File: config.mk
export PLATFORM = sky130hd
export DESIGN_NAME = ysyx_22040038_id_stage
export DESIGN_NICKNAME = d
export VERILOG_FILES = /design/src/rtl/ysyx_22040038_id_stage.sv
export SDC_FILE = /design/constraint.sdc
export NUM_CORES = 1
export LEC_CHECK = 0
export CAP_MARGIN = 20
export CORE_UTILIZATION = 40
export DETAILED_ROUTE_END_ITERATION = 12
export HOLD_SLACK_MARGIN = 0.12
export PLACE_DENSITY_LB_ADDON = 0.1
export SLEW_MARGIN = 20
export SYNTH_ARGS = -nofsm -noshare
export SYNTH_HDL_FRONTEND = slang
export SYNTH_SLANG_ARGS = --single-unit
File: constraint.sdc
create_clock -name clk -period 6.75 [get_ports clk]
set_input_delay 1.6875 -clock clk [delete_from_list [all_inputs] [get_ports clk]]
set_output_delay 1.6875 -clock clk [all_outputs]
set_load 0.02 [all_outputs]
File: src/rtl/ysyx_22040038_id_stage.sv
// Instruction-decode pipeline stage: decodes one RV32I/RV64I instruction per
// handshake and holds the result in a single-entry output register.
module ysyx_22040038_id_stage #(
  parameter int unsigned XLEN = 64,
  parameter bit          RV64 = 1'b1
) (
  input  logic            clk,
  input  logic            rst,
  input  logic            flush,
  input  logic            in_valid,
  output logic            in_ready,
  input  logic [31:0]     in_instr,
  input  logic [XLEN-1:0] in_pc,
  output logic            out_valid,
  input  logic            out_ready,
  output logic [XLEN-1:0] out_pc,
  output logic [6:0]      out_op,
  output logic [4:0]      out_rd,
  output logic [4:0]      out_rs1,
  output logic [4:0]      out_rs2,
  output logic [2:0]      out_func3,
  output logic [6:0]      out_func7,
  output logic [XLEN-1:0] out_imm,
  output logic [2:0]      out_imm_type,
  output logic            out_wen,
  output logic            out_illegal,
  output logic            out_ebreak
);

  localparam logic [6:0] OpLui    = 7'b0110111;
  localparam logic [6:0] OpAuipc  = 7'b0010111;
  localparam logic [6:0] OpJal    = 7'b1101111;
  localparam logic [6:0] OpJalr   = 7'b1100111;
  localparam logic [6:0] OpLoad   = 7'b0000011;
  localparam logic [6:0] OpOpImm  = 7'b0010011;
  localparam logic [6:0] OpBranch = 7'b1100011;
  localparam logic [6:0] OpStore  = 7'b0100011;
  localparam logic [6:0] OpOp     = 7'b0110011;
  localparam logic [6:0] OpOpImm32 = 7'b0011011;
  localparam logic [6:0] OpOp32   = 7'b0111011;
  localparam logic [6:0] OpSystem = 7'b1110011;

  localparam logic [2:0] ImmNone = 3'd0;
  localparam logic [2:0] ImmI    = 3'd1;
  localparam logic [2:0] ImmS    = 3'd2;
  localparam logic [2:0] ImmB    = 3'd3;
  localparam logic [2:0] ImmU    = 3'd4;
  localparam logic [2:0] ImmJ    = 3'd5;

  logic [6:0] op;
  logic [2:0] f3;
  logic [6:0] f7;
  logic       f7_ok;

  assign op    = in_instr[6:0];
  assign f3    = in_instr[14:12];
  assign f7    = in_instr[31:25];
  assign f7_ok = (f7 == 7'b0000000) || (f7 == 7'b0100000);

  logic                dec_illegal;
  logic                dec_wen;
  logic                dec_ebreak;
  logic [2:0]          dec_imm_type;
  logic signed [31:0]  imm32;
  logic [XLEN-1:0]     dec_imm;

  // Opcode decode: format, write enable and legality.
  always_comb begin
    dec_illegal  = 1'b0;
    dec_wen      = 1'b0;
    dec_ebreak   = 1'b0;
    dec_imm_type = ImmNone;
    case (op)
      OpLui, OpAuipc: begin
        dec_imm_type = ImmU;
        dec_wen      = 1'b1;
      end
      OpJal: begin
        dec_imm_type = ImmJ;
        dec_wen      = 1'b1;
      end
      OpJalr: begin
        dec_imm_type = ImmI;
        dec_wen      = 1'b1;
        dec_illegal  = (f3 != 3'b000);
      end
      OpLoad: begin
        dec_imm_type = ImmI;
        dec_wen      = 1'b1;
        dec_illegal  = (f3 == 3'b111) || (!RV64 && (f3 == 3'b011 || f3 == 3'b110));
      end
      OpOpImm: begin
        dec_imm_type = ImmI;
        dec_wen      = 1'b1;
      end
      OpBranch: begin
        dec_imm_type = ImmB;
        dec_illegal  = (f3 == 3'b010) || (f3 == 3'b011);
      end
      OpStore: begin
        dec_imm_type = ImmS;
        dec_illegal  = (f3 > 3'b011) || (!RV64 && f3 == 3'b011);
      end
      OpOp: begin
        dec_wen     = 1'b1;
        dec_illegal = !f7_ok;
      end
      OpOpImm32: begin
        if (RV64) begin
          dec_imm_type = ImmI;
          dec_wen      = 1'b1;
        end else begin
          dec_illegal = 1'b1;
        end
      end
      OpOp32: begin
        if (RV64) begin
          dec_wen     = 1'b1;
          dec_illegal = !f7_ok;
        end else begin
          dec_illegal = 1'b1;
        end
      end
      OpSystem: begin
        if (in_instr == 32'h0010_0073) dec_ebreak = 1'b1;
        else                           dec_illegal = 1'b1;
      end
      default: dec_illegal = 1'b1;
    endcase
    if (dec_illegal || in_instr[11:7] == 5'd0) dec_wen = 1'b0;
  end

  // Immediate assembly; all formats are built at 32 bits, then sign-extended to XLEN.
  always_comb begin
    imm32 = '0;
    case (dec_imm_type)
      ImmI: imm32 = {{20{in_instr[31]}}, in_instr[31:20]};
      ImmS: imm32 = {{20{in_instr[31]}}, in_instr[31:25], in_instr[11:7]};
      ImmB: imm32 = {{19{in_instr[31]}}, in_instr[31], in_instr[7], in_instr[30:25],
                     in_instr[11:8], 1'b0};
      ImmU: imm32 = {in_instr[31:12], 12'b0};
      ImmJ: imm32 = {{11{in_instr[31]}}, in_instr[31], in_instr[19:12], in_instr[20],
                     in_instr[30:21], 1'b0};
      default: imm32 = '0;
    endcase
    dec_imm = XLEN'(imm32);
  end

  logic accept;
  assign in_ready = !out_valid || out_ready;
  assign accept   = in_valid && in_ready && !flush;

  // Output register: flush wins, then accept refills, otherwise a consumed entry empties.
  always_ff @(posedge clk or posedge rst) begin
    if (rst) begin
      out_valid    <= 1'b0;
      out_pc       <= '0;
      out_op       <= '0;
      out_rd       <= '0;
      out_rs1      <= '0;
      out_rs2      <= '0;
      out_func3    <= '0;
      out_func7    <= '0;
      out_imm      <= '0;
      out_imm_type <= '0;
      out_wen      <= 1'b0;
      out_illegal  <= 1'b0;
      out_ebreak   <= 1'b0;
    end else begin
      if (flush)          out_valid <= 1'b0;
      else if (accept)    out_valid <= 1'b1;
      else if (out_ready) out_valid <= 1'b0;
      if (accept) begin
        out_pc       <= in_pc;
        out_op       <= op;
        out_rd       <= in_instr[11:7];
        out_rs1      <= in_instr[19:15];
        out_rs2      <= in_instr[24:20];
        out_func3    <= f3;
        out_func7    <= f7;
        out_imm      <= dec_imm;
        out_imm_type <= dec_imm_type;
        out_wen      <= dec_wen;
        out_illegal  <= dec_illegal;
        out_ebreak   <= dec_ebreak;
      end
    end
  end

endmodule

==> impl_metrics.csv <==
group,metric,value,unit
outcome,run_status,"complete, no violations",
cts,clockBufferDepth,2,
setup_path,crit_arrival,3.01,ns
synthesis,synth_area_leader_cell,"dfrtp_1",
cts,cts-hold-fix-buffers,0,
sta,tightest_slew,0.994,ns
global_routing,antenna_found_initial,0,
flow_run,maxCapViolCount,0,
layout,antenna_cells,0,
sta,slew_violations,0,
place,io_buffers,268,
routing,ant_nets,0,
setup_path,worst_setup_path_start_kind,"primary input",
layout,fill_cells,1151,
setup_path,max_stage_delay,0.55,ns
die,rows,43,
sta,min_period,4.69,ns
synthesis,synth_area_leaders,"dfrtp_1 58%, nand2_1 21%, buf_4 4.4%",
routing,routed_via_density,4.92,
power_and_ir_drop,powerDensity,267,nW/um^2
sta,slew_headroom,0.332,
synthesis,yosysWarnings,0,
hold_path,hold_path_class,"flop to flop",
cts,cts_root_buffer,"clkbuf_16",
layout,fin_cells,1059,
routing,vias,5209,
layout,multi_input_area,2000,um^2
cts,cts.clk_slew.worst_paths,0.05,ns
cts,cts_buffers,17,
routing,wl,16600,um
setup_path,cp_cell_sequence,"clkdlybuf4s50_1, nor2b_1, inv_1, clkdlybuf4s50_1",
synthesis,syn_nets,746,
place,hpwl,11800,um
cts,htreeDepth,4,
setup_path,end_kind,"primary output",
power_and_ir_drop,p_total,2.37,mW
setup_path,cpMostUsedCell,"clkdlybuf4s50_1",
die,die_x,122,um
synthesis,netlist.area_leader.share,0.585,
layout,regArea,3380,um^2
die,fp.coreArea,14000,um^2
synthesis,ys_types,45,
power_and_ir_drop,peakVddDrop,0.171,mV
cts,cts_tree,"built",
routing,firstDrtPassIters,4,
synthesis,synth_cells,645,
synthesis,synthFlopType,"dfrtp_1",
cts,cts_sinks,135,
synthesis,yosysSeqAreaShare,0.585,
cts,postCtsSetupRepairBufs,0,
layout,final_nets,971,
die,pin_count,269,
routing,drc,0,
sta,timing.final.crit_share,0.696,
cts,cts_resized,0,
synthesis,synth_edf_count,0,
setup_path,critPathRequiredTime,5.06,ns
power_and_ir_drop,power_leakage,4.13,nW
routing,drt-initial-drc-count,248,
sta,finalHoldViolations,0,
global_routing,grt_overflow,0,
setup_path,critPathKind,"primary input to primary output",
global_routing,grt_max_degree,95,
global_routing,grt_pass1_wl,26300,um
sta,clock_skew,0.00631,ns
cts,clk_latency,0.42,ns
layout,drive_gt1_frac,0.0501,
global_routing,grt_usage,0.232,
setup_path,cpMaxStageDelayCell,"clkdlybuf4s50_1",
synthesis,syn_area,5780,um^2
sta,rsz0062_at_grt,"no",
place,gp_congestion,0.866,
die,die_y,122,um
setup_path,crit_fanout,3,
synthesis,async_reset_ff_frac,1.00,
synthesis,syn-mean-instance-area,8.96,um^2
layout,area_growth,53.9,%
sta,timing.fmax,213,MHz
synthesis,ys_ff_latch,135,
place,placed_cells,1031,
sta,setup_viol,0,
global_routing,grt_pass1_vias,5049,
die,start_util,0.413,
sta,setup_tns,0,ns
routing,avgRoutedWirePerCell,15.7,um
die,dieArea,14900,um^2
==> per-stage QoR <==
step,setup WS [ns],utilization,area [um^2],hold slack (ns)
floorplan,1.45,-,5780,0.589
global placement,2.06,0.597,8350,0.458
detailed placement,2.05,0.597,8350,0.462
CTS,2.04,0.636,8890,0.476
global route,1.98,0.636,8890,0.495
finish,2.06,0.636,8890,0.474
==> layout by cell type, fill, tap and decap left out, drive strengths merged, types with 2 or more instances in the layout <==
cell           synthesis  layout
dfrtp                135     135
a221o                  9       9
clkdlybuf4s50          0     268
a21oi                 17      17
nor2b                  3       3
a21o                   2       2
or3                    2       2
nor2                  15      15
inv                    6       6
nand2                316     316
nand3                  2       2
nor3b                  4       4
nor3                   2       2
buf                   43       5
and4b                  2       2
and2                   2       2
a31oi                  2       2
clkbuf                24      23
nor4                   5       5
a22oi                  4       4
bufinv                 0       2
a22o                   6       6
o21ai                 29      29
clkinv                 0       3
==> metal layers <==
metal / share of wire / routed length (um) / GRT usage
met4: 0.0094 / 156 / 0.0838
met5: 0 / 0 / 0
met2: 0.48 / 8030 / 0.363
met1: 0.41 / 6740 / 0.288
met3: 0.10 / 1700 / 0.0974
==> final cells by class <==
type,count,share of cell area
Inverter,6,0.00310
Multi-Input combinational cell,437,0.224
Sequential cell,135,0.380
Clock buffer,23,0.0526
Timing Repair Buffer,273,0.306
Tap cell,180,0.0253
Clock inverter,5,0.00844
==> kinds of logic after synthesis <==
logic type             Yosys count  share of synthesized area
AOI/OAI and AO/OA               74                     0.0886
and+or+nand+nor                363                      0.255
buffers and inverters           73                     0.0719
DFF                            135                      0.585
==> sequential cells by signal (all words and copies together) (netlist names), 5 cells and up <==
signal and cells:
out_op 7, out_pc 64, out_imm 32, out_rd 5
out_rs1 5, out_rs2 5, out_func7 7
==> Yosys cell counts, drive strengths merged (3+ instances only) <==
cell type	instances
inv	6
o21ai	29
a221o	9
clkbuf	24
nor3b	4
a22oi	4
a21oi	17
nor4	5
nor2b	3
buf	43
nor2	15
dfrtp	135
a22o	6
nand2	316
==> worst max-delay path: cells and delay by family <==
kind                   cells  cell delay, ns
buffers and inverters      3            1.05
AND/OR/NAND/NOR            1            0.27
==> final timing paths <==
check                            from           to  slack [ns]  cells after the start
min in group asynchronous         rst   out_pc[18]        1.80                      2
hold reg to reg            out_imm[0]   out_imm[0]        0.47                      2
setup / recovery            out_ready     in_ready        2.06                      4
hold / removal             out_imm[0]   out_imm[0]        0.47                      2
setup reg to reg            out_valid  out_imm[10]        4.30                      6
max in group asynchronous         rst   out_pc[42]        3.89                      3
==> power breakdown <==
part | internal [mW] | switching (mW) | total (mW)
Sequential | 0.900 | 0.0511 | 0.951
Combinational | 0.261 | 0.290 | 0.551
Clock | 0.552 | 0.319 | 0.871
Total | 1.71 | 0.661 | 2.37
Power figures use the tool's default switching activity.
